==> src/rtl/lif_pkg.sv <==
// Shared definitions for the LIF neuron: register map, reset defaults, FSM states
// and 8-bit saturating helpers.
package lif_pkg;

  localparam logic [3:0] AddrWeight   = 4'h0;
  localparam logic [3:0] AddrThresh   = 4'h1;
  localparam logic [3:0] AddrLeak     = 4'h2;
  localparam logic [3:0] AddrLeakPer  = 4'h3;
  localparam logic [3:0] AddrRefract  = 4'h4;
  localparam logic [3:0] AddrCtrl     = 4'h5;
  localparam logic [3:0] AddrMembrane = 4'h8;
  localparam logic [3:0] AddrStatus   = 4'h9;
  localparam logic [3:0] AddrSpikeCnt = 4'hA;

  localparam logic [7:0] WeightRst  = 8'd20;
  localparam logic [7:0] ThreshRst  = 8'd100;
  localparam logic [7:0] LeakRst    = 8'd1;
  localparam logic [7:0] LeakPerRst = 8'd16;
  localparam logic [7:0] RefractRst = 8'd4;
  localparam logic       EnableRst  = 1'b1;

  typedef enum logic [1:0] {StIdle, StIntegrate, StRefract} lif_state_e;

  function automatic logic [7:0] sat_add8(input logic [7:0] a, input logic [7:0] b);
    logic [8:0] s;
    s = {1'b0, a} + {1'b0, b};
    return s[8] ? 8'hFF : s[7:0];
  endfunction

  function automatic logic [7:0] sat_sub8(input logic [7:0] a, input logic [7:0] b);
    return (a > b) ? (a - b) : 8'h00;
  endfunction

endpackage

==> src/rtl/lif_neuron_if.sv <==
// TinyQV-style register bus between a host (master) and the neuron (slave).
interface lif_neuron_if;
  logic [3:0] address;
  logic       data_write;
  logic [7:0] data_in;
  logic [7:0] data_out;

  modport master (output address, output data_write, output data_in, input data_out);
  modport slave  (input address, input data_write, input data_in, output data_out);
endinterface

==> src/rtl/lif_leak_timer.sv <==
// Leak period counter: ticks once every period_i cycles while enabled; period 0 disables.
module lif_leak_timer #(
  parameter int unsigned Width = 8
) (
  input  logic             clk,
  input  logic             rst_n,
  input  logic             en_i,
  input  logic             restart_i,
  input  logic [Width-1:0] period_i,
  output logic             tick_o
);

  logic [Width-1:0] cnt_q, cnt_d;
  logic             at_end;

  always_comb begin
    at_end = (period_i != '0) && (cnt_q == period_i - Width'(1));
    cnt_d  = cnt_q;
    if (restart_i) begin
      cnt_d = '0;
    end else if (en_i && (period_i != '0)) begin
      cnt_d = at_end ? '0 : cnt_q + Width'(1);
    end
  end

  // A period rewrite restarts the count, so the old period's tick is dropped.
  assign tick_o = en_i && !restart_i && at_end;

  always_ff @(posedge clk or negedge rst_n) begin
    if (!rst_n) begin
      cnt_q <= '0;
    end else begin
      cnt_q <= cnt_d;
    end
  end

endmodule

==> src/rtl/lif_neuron.sv <==
// Leaky integrate-and-fire neuron: register file, saturating membrane arithmetic and
// the IDLE/INTEGRATE/REFRACTORY control FSM.
module lif_neuron import lif_pkg::*; #(
  parameter int unsigned LEAK_W = 8
) (
  input  logic         clk,
  input  logic         rst_n,
  input  logic         spike_in,
  lif_neuron_if.slave  bus,
  output logic [7:0]   uo_out
);

  logic [7:0] weight_q, thresh_q, leak_q, leak_per_q, refract_q;
  logic       en_q;
  logic [7:0] mem_q, mem_d, cnt_q, cnt_d, ref_q, ref_d;
  logic       sticky_q, sticky_d, fire_q, fire_d;
  lif_state_e state_q, state_d;

  logic [7:0]        v1, v2;
  logic              clr, leak_restart, leak_tick, in_refract;
  logic [LEAK_W-1:0] leak_per_w;

  assign clr          = bus.data_write && (bus.address == AddrCtrl) && bus.data_in[1];
  assign leak_restart = bus.data_write && (bus.address == AddrLeakPer);
  assign leak_per_w   = LEAK_W'(leak_per_q);
  assign in_refract   = (state_q == StRefract);

  lif_leak_timer #(
    .Width (LEAK_W)
  ) u_leak_timer (
    .clk       (clk),
    .rst_n     (rst_n),
    .en_i      (en_q),
    .restart_i (leak_restart),
    .period_i  (leak_per_w),
    .tick_o    (leak_tick)
  );

  always_ff @(posedge clk or negedge rst_n) begin
    if (!rst_n) begin
      weight_q   <= WeightRst;
      thresh_q   <= ThreshRst;
      leak_q     <= LeakRst;
      leak_per_q <= LeakPerRst;
      refract_q  <= RefractRst;
      en_q       <= EnableRst;
    end else if (bus.data_write) begin
      case (bus.address)
        AddrWeight:  weight_q   <= bus.data_in;
        AddrThresh:  thresh_q   <= bus.data_in;
        AddrLeak:    leak_q     <= bus.data_in;
        AddrLeakPer: leak_per_q <= bus.data_in;
        AddrRefract: refract_q  <= bus.data_in;
        AddrCtrl:    en_q       <= bus.data_in[0];
        default: ;
      endcase
    end
  end

  always_ff @(posedge clk or negedge rst_n) begin
    if (!rst_n) begin
      state_q <= StIntegrate;
    end else begin
      state_q <= state_d;
    end
  end

  always_comb begin
    state_d  = state_q;
    mem_d    = mem_q;
    ref_d    = ref_q;
    fire_d   = 1'b0;
    // A clear coincident with a fire still counts that fire.
    cnt_d    = clr ? 8'h00 : cnt_q;
    sticky_d = clr ? 1'b0 : sticky_q;
    v1       = spike_in ? sat_add8(mem_q, weight_q) : mem_q;
    v2       = leak_tick ? sat_sub8(v1, leak_q) : v1;
    if (!en_q) begin
      state_d = StIdle;
      ref_d   = 8'h00;
    end else begin
      unique case (state_q)
        StIdle, StIntegrate: begin
          if (v2 >= thresh_q) begin
            mem_d    = 8'h00;
            fire_d   = 1'b1;
            cnt_d    = sat_add8(cnt_d, 8'd1);
            sticky_d = 1'b1;
            ref_d    = refract_q;
            state_d  = (refract_q == 8'd0) ? StIntegrate : StRefract;
          end else begin
            mem_d   = v2;
            state_d = StIntegrate;
          end
        end
        StRefract: begin
          mem_d = 8'h00;
          if (ref_q <= 8'd1) begin
            ref_d   = 8'h00;
            state_d = StIntegrate;
          end else begin
            ref_d = ref_q - 8'd1;
          end
        end
        default: state_d = StIntegrate;
      endcase
    end
  end

  always_ff @(posedge clk or negedge rst_n) begin
    if (!rst_n) begin
      mem_q    <= 8'h00;
      cnt_q    <= 8'h00;
      ref_q    <= 8'h00;
      sticky_q <= 1'b0;
      fire_q   <= 1'b0;
    end else begin
      mem_q    <= mem_d;
      cnt_q    <= cnt_d;
      ref_q    <= ref_d;
      sticky_q <= sticky_d;
      fire_q   <= fire_d;
    end
  end

  always_comb begin
    uo_out       = {5'b0, en_q, in_refract, fire_q};
    bus.data_out = 8'h00;
    case (bus.address)
      AddrWeight:   bus.data_out = weight_q;
      AddrThresh:   bus.data_out = thresh_q;
      AddrLeak:     bus.data_out = leak_q;
      AddrLeakPer:  bus.data_out = leak_per_q;
      AddrRefract:  bus.data_out = refract_q;
      AddrCtrl:     bus.data_out = {7'b0, en_q};
      AddrMembrane: bus.data_out = mem_q;
      AddrStatus:   bus.data_out = {6'b0, in_refract, sticky_q};
      AddrSpikeCnt: bus.data_out = cnt_q;
      default: ;
    endcase
  end

endmodule

==> src/flat_wrapper.sv <==
// flat-port wrapper written by rule: the top's interface ports become plain ports
module lif_neuron_flat import lif_pkg::*;
#(
  parameter int unsigned LEAK_W = 8
)
  (clk, rst_n, spike_in, uo_out, bus_address, bus_data_write, bus_data_in, bus_data_out);
  lif_neuron_if bus_i ();
  input  logic clk;
  input  logic rst_n;
  input  logic spike_in;
  output logic [7:0] uo_out;
  input wire logic [$bits(bus_i.address)-1:0] bus_address;
  input wire logic [$bits(bus_i.data_write)-1:0] bus_data_write;
  input wire logic [$bits(bus_i.data_in)-1:0] bus_data_in;
  output wire logic [$bits(bus_i.data_out)-1:0] bus_data_out;
  assign bus_i.address = bus_address;
  assign bus_i.data_write = bus_data_write;
  assign bus_i.data_in = bus_data_in;
  assign bus_data_out = bus_i.data_out;
  lif_neuron #(.LEAK_W(LEAK_W)) u_core (.clk(clk), .rst_n(rst_n), .spike_in(spike_in), .bus(bus_i), .uo_out(uo_out));
endmodule
==> config.mk <==
export PLATFORM = sky130hd
export DESIGN_NAME = lif_neuron_flat
export DESIGN_NICKNAME = d
export VERILOG_FILES = /design/src/rtl/lif_pkg.sv /design/src/rtl/lif_neuron_if.sv /design/src/rtl/lif_leak_timer.sv /design/src/rtl/lif_neuron.sv /design/src/flat_wrapper.sv
export SDC_FILE = /design/constraint.sdc
export NUM_CORES = 1
export LEC_CHECK = 0
export BUFFER_PORTS_ARGS = -buffer_cell sky130_fd_sc_hd__buf_4
export CAP_MARGIN = 5
export CORE_ASPECT_RATIO = 0.5
export CORE_UTILIZATION = 56
export DETAILED_ROUTE_END_ITERATION = 8
export PLACE_DENSITY = 0.83
export SLEW_MARGIN = 20
export SYNTH_ARGS = -nofsm -noshare
export SYNTH_HDL_FRONTEND = slang
export SYNTH_SLANG_ARGS = --single-unit
==> constraint.sdc <==
create_clock -name clk -period 5.2 [get_ports clk]
set_input_delay 0.78 -clock clk [delete_from_list [all_inputs] [get_ports clk]]
set_output_delay 0.78 -clock clk [all_outputs]
set_load 0.005 [all_outputs]
==> results of run 1 <==
## cell usage in the layout, fill, tap and decap left out, types with 7 or more instances in the layout
cell type	synthesis	layout
buf_4	9	67
dfrtp_1	67	67
nand2_1	50	49
nor2_1	45	40
mux2_2	39	39
inv_1	33	32
ha_1	30	27
a21oi_1	29	23
o21ai_0	30	22
nand3_1	19	18
o21ai_1	9	16
mux2i_1	13	13
nor3_1	15	12
xor2_1	13	11
a31oi_1	11	10
a32oi_1	10	10
xnor2_1	11	10
dfstp_2	10	10
clkbuf_16	0	9
or3_1	7	7
nand4_1	7	7
and3_1	7	7
buf_6	1	7
## critical path: cells and delay by family, from the launching register on
| family | cells | cell delay (ns) |
|---|---|---|
| flops | 1 | 0.41 |
| compound gates | 11 | 2.15 |
| fa+ha+maj | 4 | 1.19 |
| xor+xnor | 1 | 0.19 |
| buf+inv | 2 | 0.31 |
| mux | 1 | 0.16 |
| simple gates | 5 | 0.60 |
## power by group through the flow
stage | clock network (W) | registers [W] | logic (W)
after floorplan | 0 | 0.000930 | 0.00121
after global placement | 0 | 0.00101 | 0.00169
after detailed placement | 0 | 0.00102 | 0.00173
after CTS | 0.000555 | 0.00102 | 0.00182
after global routing | 0.000578 | 0.00105 | 0.00232
final | 0.000552 | 0.00104 | 0.00215
## state kept, by name, indices dropped and copies added, names as in the netlist
| register | flops |
|---|---|
| u_core.u_leak_timer.cnt_q | 8 |
| u_core.ref_q | 8 |
| u_core.sticky_q | 1 |
| u_core.thresh_q | 8 |
| u_core.leak_per_q | 8 |
| u_core.weight_q | 8 |
| u_core.refract_q | 8 |
| u_core.fire_q | 1 |
| u_core.mem_q | 8 |
| u_core.leak_q | 8 |
| u_core.en_q | 1 |
| u_core.cnt_q | 8 |
| u_core.state_q | 2 |
## timing repair
item / CTS / global route
endpoints found under the hold margin: 0 / 0
pin swaps: 6 / 33
endpoints found under the setup margin: 27 / 28
resized for setup: 8 / 52
buffers inserted: 3 / 11
## cells in the mapped netlist (all sizes together) (10+ instances only)
| cell | instances |
|---|---|
| xor2 | 13 |
| clkbuf | 14 |
| nor3 | 16 |
| mux2 | 39 |
| dfstp | 10 |
| ha | 30 |
| inv | 33 |
| a31oi | 11 |
| dfrtp | 67 |
| nor2 | 45 |
| o21ai | 39 |
| xnor2 | 11 |
| buf | 15 |
| a32oi | 10 |
| a21oi | 29 |
| nand2 | 50 |
| nand3 | 19 |
| mux2i | 13 |
## stage by stage
| stage | util [%] | hold WS [ns] | cell area (um2) | worst slack [ns] |
|---|---|---|---|---|
| 2_1_floorplan | - | 0.447 | 5400 | 0.0181 |
| 3_3_place_gp | 64.8 | 0.483 | 5840 | -0.150 |
| 3_5_place_dp | 64.8 | 0.490 | 5840 | -0.246 |
| 4_1_cts | 68.2 | 0.504 | 6150 | 0.0162 |
| 5_1_grt | 71.4 | 0.509 | 6430 | -0.143 |
| 6_report | 71.4 | 0.506 | 6430 | 0.0677 |
## cell families (layout without fill, tap and decap cells)
kind of cell | count (synthesis) | count (layout) | synth area share [%]
compound gates | 150 | 150 | 18.5
xor+xnor | 24 | 24 | 3.91
fa+ha+maj | 32 | 32 | 7.73
buf+inv | 62 | 122 | 5.17
flops | 77 | 77 | 36.1
mux | 54 | 54 | 11.4
other cells | 1 | 5 | 0.0698
simple gates | 183 | 183 | 17.0
## cell type report
type,instances,area share [%]
Multi-Input combinational cell,448,52.7
Sequential cell,77,30.2
Timing Repair Buffer,74,9.05
Clock buffer,12,3.68
Tap cell,117,2.28
Inverter,33,1.93
Clock inverter,3,0.234
## layer usage
metal  vias up  GRT usage (%)  wire length [um]
li1       2249              -                 -
met1      2413           42.7              6400
met2       273           49.7              7040
met3        46           8.49              1520
met4         0           10.4               376
met5         -              0                 0
## path summary, 6_finish.rpt
| path | from | end | slack (ns) | cells after the start |
|---|---|---|---|---|
| worst max-delay path | u_core.weight_q[0] | u_core.cnt_q[5] | 0.07 | 24 |
| worst min-delay path | u_core.thresh_q[1] | u_core.thresh_q[1] | 0.51 | 1 |
| worst max register to register | u_core.weight_q[0] | u_core.cnt_q[5] | 0.07 | 24 |
| worst min register to register | u_core.thresh_q[1] | u_core.thresh_q[1] | 0.51 | 1 |
| max in group asynchronous | rst_n | u_core.mem_q[6] | 3.98 | 1 |
| min in group asynchronous | rst_n | u_core.u_leak_timer.cnt_q[5] | 0.59 | 1 |
==> run_results.csv, run 1 <==
group,metric,value,unit
synth,synth_cells,583,
power,combPwrFrac,57.5,%
floorplanning,coreArea,9010,um2
timing,fmax,195,MHz
synth,synthDistinctLibCells,66,
clock_tree,ctsHoldBuffers,0,
power,p_total,0.00373,W
synth,yosys_most_used_dff,"dfrtp_1",
synth,synth_top_cell_by_area,"dfrtp_1",
detailed_routing,via_count,4981,
synth,synthesis.area,5370,um2
finish,fin_nets,691,
power,p_clk_share,14.8,%
synth,avgSynthCellArea,9.22,um2
worst_setup_path,startpoint_type,"register",
floorplanning,rows,24,
global_routing,grt_pass1_wl,24000,um
finish,drive_gt1_share,28.0,%
synth,ys_ff_latch,77,
timing,setup_violations,0,
finish,fill_cells,609,
finish,register_area,1940,um2
clock_tree,clock_sinks,77,
synth,synth_warnings,0,
timing,fin_crit_sh,98.7,%
synth,synth-seq-area-share,36.1,%
place,place_inst,735,
timing,tns,0,ns
clock_tree,cts_buffers,9,
finish,multi_input_area,3390,um2
power,ir_worst_vdd,0.287,mV
status,status,"completed",
clock_tree,cts_buffer_depth,2,
detailed_routing,wl,15300,um
place,place_congestion,0.952,
place,io_buffers,26,
timing,rsz0062_at_grt,"yes",
power,cellPowerDensity,581,nW/um2
worst_setup_path,cp-end-kind,"register",
timing,clock_skew,0.00308,ns
power,seqPwrFrac,27.7,%
global_routing,track_usage,31.5,%
job,max_cap_violations,0,
synth,synthArstFlopShare,100,%
clock_tree,root_buffer,"clkbuf_16",
timing,slew_violations,0,
global_routing,antenna_found_initial,0,
timing,fin_crit,5.13,ns
clock_tree,path_clk_slew,0.06,ns
power,swShare,43.1,%
clock_tree,cts_tree,"done",
worst_setup_path,cpPeakStageDelay,0.41,ns
floorplanning,die_h,71.3,um
worst_setup_path,path_cells,"ha_4, fa_2, a21o_1, a31oi_2, o21ai_1, nor2b_4, buf_4, o22a_1, ha_1, buf_4, o21ai_0, nand2b_1, a21oi_1, a31oi_1, xnor2_1, o31ai_1, ha_1, a21oi_1, o21a_1, o31a_1, nor3_2, and3_1, mux2i_1, nor2_1",
global_routing,grt_pass1_vias,4699,
place,dp_hpwl,10800,um
detailed_routing,ant_nets,0,
floorplanning,die_x,141,um
finish,n_antenna_cell,0,
worst_setup_path,slowest_stage,"dfrtp_1",
worst_setup_path,worst_ep_required_time,5.42,ns
worst_setup_path,path_class,"register to register",
synth,synth.top_cell.area_share,31.2,%
detailed_routing,drc_errors,0,
floorplanning,io_pins,32,
timing,worst_slew_pin_slew,0.969,ns
global_routing,grt_max_degree,78,
detailed_routing,drt_iter0_markers,462,
timing,slew_headroom,35.4,%
synth,synth.area.top_cells,"dfrtp_1 31%, mux2_2 8.2%, ha_1 7.0%, dfstp_2 4.9%, nand2_1 3.5%",
power,power.internal,0.00212,W
clock_tree,clkLatencyLatePin,0.34,ns
finish,layout.cells.non_filler,764,
timing,finalHoldViolations,0,
floorplanning,start_util,59.6,%
global_routing,gr-total-overflow,0,
floorplanning,die_area,10000,um2
finish,syn2layout_area_growth,19.7,%
hold_path,hp-class,"register to register",
detailed_routing,dr.pass1.iters,5,
worst_setup_path,worstPathArrival,5.35,ns
clock_tree,htreeDepth,3,
detailed_routing,wire_per_inst,20.1,um
detailed_routing,vias_per_cell,6.52,
power,p_leak,2.90,nW
power,p_switching,0.00161,W
synth,synth_edf_count,0,
worst_setup_path,crit_fanout,4,
(Power assumes the default switching activity.)
==> inputs of run 2 (changes only) <==
--- a/config.mk
+++ b/config.mk
@@ -8,9 +8,10 @@
 export BUFFER_PORTS_ARGS = -buffer_cell sky130_fd_sc_hd__buf_4
 export CAP_MARGIN = 5
 export CORE_ASPECT_RATIO = 0.5
-export CORE_UTILIZATION = 56
+export CORE_MARGIN = 1.5
+export CORE_UTILIZATION = 65
 export DETAILED_ROUTE_END_ITERATION = 8
-export PLACE_DENSITY = 0.83
+export PLACE_DENSITY = 0.9
 export SLEW_MARGIN = 20
 export SYNTH_ARGS = -nofsm -noshare
 export SYNTH_HDL_FRONTEND = slang
==> constraint.sdc (replaced) <==
create_clock -name clk -period 6.3 [get_ports clk]
set_input_delay 0.945 -clock clk [delete_from_list [all_inputs] [get_ports clk]]
set_output_delay 0.945 -clock clk [all_outputs]
set_load 0.005 [all_outputs]
==> run 2 against run 1 <==
Hold slack worse by 0.019 ns. First-iteration DRC count is 64% higher. Utilization is 2.5 points higher. Die area is 12% lower. Critical path depth is 2 higher. Setup slack better by 0.25 ns. Wire length is 5.2% lower.
==> run_results.csv, run 2 (synthesized netlist as in run 1, its figures left out) <==
group,metric,value,unit
detailed_routing,ant_nets,0,
status,status,"completed",
timing,worst_slew_pin_slew,0.959,ns
finish,layout_commonest_cell,"dfrtp_1",
worst_setup_path,reg2reg_from,"u_core.weight_q[0]",
detailed_routing,drc_errors,0,
global_routing,gr-total-overflow,0,
worst_setup_path,worstPathArrival,6.20,ns
finish,postLayoutCellArea,5910,um2
worst_setup_path,startpoint_type,"register",
global_routing,grt_pass1_vias,4479,
power,seqPwrFrac,32.0,%
power,p_switching,0.00115,W
place,place_congestion,0.977,
power,swShare,42.4,%
power,ir_worst_vdd,0.240,mV
clock_tree,cts_tree,"done",
place,io_buffers,26,
hold_path,hold_path.startpoint,"u_core.sticky_q",
finish,fin_nets,646,
timing,slew_headroom,36.1,%
timing,rsz0062_at_grt,"no",
worst_setup_path,path_class,"register to register",
place,dp_hpwl,10300,um
power,power.internal,0.00156,W
finish,syn2layout_area_growth,10.0,%
clock_tree,path_clk_slew,0.06,ns
finish,layout_common_cells,"67 x dfrtp_1, 50 x nand2_1, 45 x nor2_1",
detailed_routing,via_count,4766,
clock_tree,cts_buffers,9,
floorplanning,rows,23,
clock_tree,htreeDepth,3,
timing,finalHoldViolations,0,
power,cellPowerDensity,457,nW/um2
floorplanning,die_h,67.3,um
finish,drive_gt1_share,16.7,%
timing,clock_skew,0.00795,ns
power,combPwrFrac,47.4,%
job,max_cap_violations,0,
finish,fill_cells,568,
worst_setup_path,cp-end-kind,"register",
power,p_total,0.00270,W
floorplanning,start_util,67.2,%
power,p_leak,2.65,nW
global_routing,grt_pass1_wl,23100,um
hold_path,hp-class,"register to register",
detailed_routing,dr.pass1.iters,5,
floorplanning,die_x,132,um
power,p_clk_share,20.6,%
finish,register_area,1940,um2
worst_setup_path,crit_start,"u_core.weight_q[0]",
timing,tns,0,ns
clock_tree,root_buffer,"clkbuf_16",
detailed_routing,vias_per_cell,6.67,
timing,slew_violations,0,
timing,fin_crit_sh,94.9,%
floorplanning,die_area,8850,um2
global_routing,track_usage,34.5,%
clock_tree,cts_buffer_depth,2,
place,place_area,5590,um2
worst_setup_path,crit_fanout,6,
floorplanning,io_pins,32,
floorplanning,coreArea,8000,um2
detailed_routing,wl,14500,um
finish,n_antenna_cell,0,
clock_tree,ctsHoldBuffers,0,
clock_tree,clkLatencyLatePin,0.34,ns
timing,setup_violations,0,
timing,fin_crit,5.98,ns
detailed_routing,wire_per_inst,20.3,um
detailed_routing,drt_iter0_markers,759,
worst_setup_path,worst_ep_required_time,6.52,ns
global_routing,grt_max_degree,78,
finish,multi_input_area,3170,um2
clock_tree,clock_sinks,77,
timing,fmax,167,MHz
global_routing,antenna_found_initial,0,
==> run 2: cell types whose count changed in the layout (fill, tap and decap cells not counted), moves of 5 or more <==
cell     delta
a21oi_1     +6
o21ai_0     +8
buf_4      -38
nor2_1      +5
o21ai_1     -7
a21oi_2     -6
buf_6       -7
==> run 2: repair_timing <==
action                     in CTS  in global routing
hold endpoints to repair        0                  0
gates resized for setup         0                  1
setup buffers                   0                  0
setup endpoints to repair       0                  3
==> run 2: metrics by stage <==
step                hold WS (ns)  setup WS, ns  util [%]  std cells
finish                     0.487         0.322      73.9        715
global route               0.518        0.0291      73.9        715
CTS                        0.482         0.416      73.9        715
detailed placement         0.468         0.490      69.9        699
global placement           0.462         0.724      69.9        699
floorplan                  0.447         0.878         -        587
==> run 2: worst paths after layout <==
check                                                to  cells after the start  slack, ns
max in group asynchronous               u_core.mem_q[2]                      1       4.93
min reg2reg                             u_core.sticky_q                      2       0.49
max                                     u_core.cnt_q[5]                     26       0.32
min                                     u_core.sticky_q                      2       0.49
max reg2reg                             u_core.cnt_q[5]                     26       0.32
min in group asynchronous  u_core.u_leak_timer.cnt_q[5]                      1       0.75
==> run 2: layer usage <==
| metal | wire length [um] | vias to the layer above | GRT usage (%) |
|---|---|---|---|
| met4 | 539 | 0 | 16.4 |
| met2 | 6290 | 296 | 53.3 |
| met1 | 6180 | 2249 | 45.2 |
| li1 | - | 2160 | - |
| met3 | 1520 | 61 | 10.7 |
| met5 | 0 | - | 0 |
==> run 2: final cells by class <==
class	count	area share [%]
multi-input combinational	448	53.7
clock buffer	12	4.17
clock inverter	4	1.23
sequential	77	32.8
timing repair buffer	29	3.68
tap	112	2.37
inverter	33	2.10
==> run 2: power groups by stage <==
stage | Clock, W | Combinational (W) | Sequential, W
4_1_cts | 0.000559 | 0.00125 | 0.000851
3_3_place_gp | 0 | 0.00119 | 0.000849
2_1_floorplan | 0 | 0.000989 | 0.000768
6_report | 0.000557 | 0.00128 | 0.000865
5_1_grt | 0.000583 | 0.00141 | 0.000880
3_5_place_dp | 0 | 0.00123 | 0.000856
==> run 2: worst max-delay path: stages (launching register included) <==
cell and delay [ns]:
dfrtp_1 0.43, ha_1 0.23, fa_1 0.41, a21o_1 0.22, a31oi_1 0.25, o21ai_0 0.11, nor2b_1 0.19, o22a_1 0.22
inv_1 0.07, ha_1 0.16, inv_1 0.06, fa_1 0.40, a21oi_1 0.17, o21ai_0 0.13, nand2_1 0.11, a21oi_1 0.07
o22ai_1 0.35, buf_4 0.23, o31ai_1 0.09, ha_1 0.30, o21a_1 0.12, nor2_1 0.05, o31a_1 0.32, nor3_1 0.60
and3_1 0.28, mux2i_1 0.21, nor2_1 0.05
==> inputs of run 3 (changes only) <==
--- a/config.mk
+++ b/config.mk
@@ -10,6 +10,7 @@
 export CORE_ASPECT_RATIO = 0.5
 export CORE_MARGIN = 1.5
 export CORE_UTILIZATION = 65
+export CTS_BUF_LIST = sky130_fd_sc_hd__clkbuf_2 sky130_fd_sc_hd__clkbuf_4 sky130_fd_sc_hd__clkbuf_8
 export DETAILED_ROUTE_END_ITERATION = 8
 export PLACE_DENSITY = 0.9
 export SLEW_MARGIN = 20
==> run 3 against run 2 <==
Count of clock-buffer cells in the layout stayed put. First-iteration DRC count is 28% lower. Clock power is 24% lower. Highest routed layer unchanged. Hold slack better by 0.0087 ns. Non-clock buffer count stayed put. Largest cell class unchanged. Wire length is 3.6% lower. Critical path depth stayed put. Sequential share of layout area is 0.54 points higher. Register-to-register slack better by 0.08 ns. Flip-flop and latch count stayed put.
==> run_results.csv, run 3 (synthesized netlist as in run 1, its figures left out) <==
group,metric,value,unit
finish,drive_gt1_share,17.1,%
place,dp_hpwl,10300,um
floorplanning,rows,23,
worst_setup_path,reg2reg_depth,26,
floorplanning,die_h,67.3,um
worst_setup_path,worstPathArrival,6.14,ns
power,p_leak,2.61,nW
floorplanning,coreArea,8000,um2
detailed_routing,drc_errors,0,
timing,fmax,170,MHz
worst_setup_path,startpoint_type,"register",
clock_tree,cts_buffers,9,
clock_tree,root_buffer,"clkbuf_8",
place,place_area,5590,um2
clock_tree,clkLatencyLatePin,0.36,ns
place,dpl_worst_slack,0.490,ns
worst_setup_path,crit_family,"compound AO/OA/AOI/OAI gates",
clock_tree,clock_sinks,77,
floorplanning,start_util,67.2,%
worst_setup_path,cp_num_cells,26,
worst_setup_path,cp.buffers_inverters,3,
detailed_routing,vias_per_cell,6.55,
finish,fill_cells,580,
timing,slew_headroom,35.5,%
power,p_clk_share,16.6,%
power,cellPowerDensity,437,nW/um2
power,swShare,43.5,%
worst_setup_path,reg2reg_from,"u_core.mem_q[0]",
power,p_total,0.00254,W
floorplanning,die_area,8850,um2
worst_setup_path,cp-end-kind,"register",
worst_setup_path,crit_fanout,6,
detailed_routing,wl,14000,um
place,io_buffers,26,
clock_tree,cts_tree,"done",
finish,n_antenna_cell,0,
global_routing,grt_pass1_wl,22200,um
clock_tree,cts_buffer_depth,2,
detailed_routing,dr.pass1.iters,6,
finish,register_area,1940,um2
clock_tree,htreeDepth,3,
timing,tns,0,ns
clock_tree,cts-resized-gates,0,
finish,layout_commonest_cell,"dfrtp_1",
finish,multi_input_area,3170,um2
finish,syn2layout_area_growth,8.27,%
clock_tree,path_clk_slew,0.08,ns
worst_setup_path,worst_ep_required_time,6.54,ns
timing,slew_violations,0,
floorplanning,io_pins,32,
timing,clock_skew,0.0102,ns
timing,fin_crit,5.90,ns
power,p_switching,0.00111,W
global_routing,grt_pass1_vias,4371,
hold_path,hp-class,"register to register",
detailed_routing,via_count,4683,
worst_setup_path,crit_top_cell,"ha_1",
finish,postLayoutCellArea,5820,um2
detailed_routing,ant_nets,0,
detailed_routing,wire_per_inst,19.6,um
worst_setup_path,path_class,"register to register",
timing,setup_violations,0,
worst_setup_path,slowest_stage,"nor3_1",
worst_setup_path,r2r_setup_slack,0.40,ns
timing,fin_crit_sh,93.6,%
global_routing,gr-total-overflow,0,
power,ir_worst_vdd,0.235,mV
timing,worst_slew_pin_slew,0.968,ns
clock_tree,ctsHoldBuffers,0,
clock_tree,cts_setup_buffers,0,
worst_setup_path,crit_start,"u_core.mem_q[0]",
floorplanning,die_x,132,um
job,max_cap_violations,0,
power,combPwrFrac,49.6,%
power,power.internal,0.00144,W
global_routing,antenna_found_initial,0,
global_routing,grt_max_degree,78,
detailed_routing,drt_iter0_markers,548,
status,status,"completed",
global_routing,track_usage,33.0,%
timing,finalHoldViolations,0,
timing,fin_ws,0.402,ns
finish,layout_common_cells,"67 x dfrtp_1, 50 x nand2_1, 45 x nor2_1",
hold_path,hold_depth,2,
finish,fin_nets,646,
power,seqPwrFrac,33.8,%
hold_path,hold_path.startpoint,"u_core.sticky_q",
place,place_congestion,0.977,
worst_setup_path,cpPeakStageDelay,0.57,ns
timing,rsz0062_at_grt,"no",
run 3: cell types whose count changed in the layout (fill, tap and decap cells not counted):
| cell | delta |
|---|---|
| clkbuf_16 | -9 |
| clkbuf_4 | +2 |
| clkbuf_1 | -2 |
| a2111oi_1 | -1 |
| a2111oi_0 | +1 |
| clkbuf_8 | +9 |
run 3: stage by stage:
stage	hold slack [ns]	utilization [%]	cells
after floorplan	0.447	-	587
after global placement	0.462	69.9	699
after detailed placement	0.468	69.9	699
after CTS	0.487	72.7	715
after global routing	0.523	72.7	715
final	0.495	72.7	715
run 3: layout make-up:
type | instances | share of cell area (%)
well taps | 112 | 2.41
inverters | 33 | 2.13
repair buffers | 29 | 3.74
clock inverters | 4 | 1.25
multi-input cells | 448 | 54.5
clock buffers | 12 | 2.62
flip-flops and latches | 77 | 33.3
run 3: worst paths after layout:
check,to
setup / recovery,u_core.cnt_q[5]
hold / removal,u_core.sticky_q
setup reg to reg,u_core.cnt_q[5]
hold reg to reg,u_core.sticky_q
max in group asynchronous,u_core.ref_q[5]
min in group asynchronous,u_core.u_leak_timer.cnt_q[5]
run 3: power groups by stage:
stage / logic, W / registers, W / clock network (W)
final: 0.00126 / 0.000860 / 0.000422
after global routing: 0.00140 / 0.000875 / 0.000447
after global placement: 0.00119 / 0.000849 / 0
after floorplan: 0.000989 / 0.000768 / 0
after CTS: 0.00124 / 0.000849 / 0.000425
after detailed placement: 0.00123 / 0.000856 / 0
run 3: per-layer routing:
metal	vias up	wire length, um	GRT usage [%]	part of all wire, %
met2	261	6080	52.5	43
met3	44	1480	9.68	11
li1	2162	-	-	-
met4	0	399	11.7	2.8
met5	-	0	0	0
met1	2216	6050	44.0	43
run 3: worst register-to-register path: cells and delay by family, from the launching register on:
| family | cells | cell delay, ns |
|---|---|---|
| and+or+nand+nor | 6 | 1.25 |
| adders and majority gates | 5 | 1.52 |
| AOI/OAI and AO/OA | 11 | 2.04 |
| muxes | 1 | 0.21 |
| buffers and inverters | 3 | 0.36 |
| DFF | 1 | 0.42 |
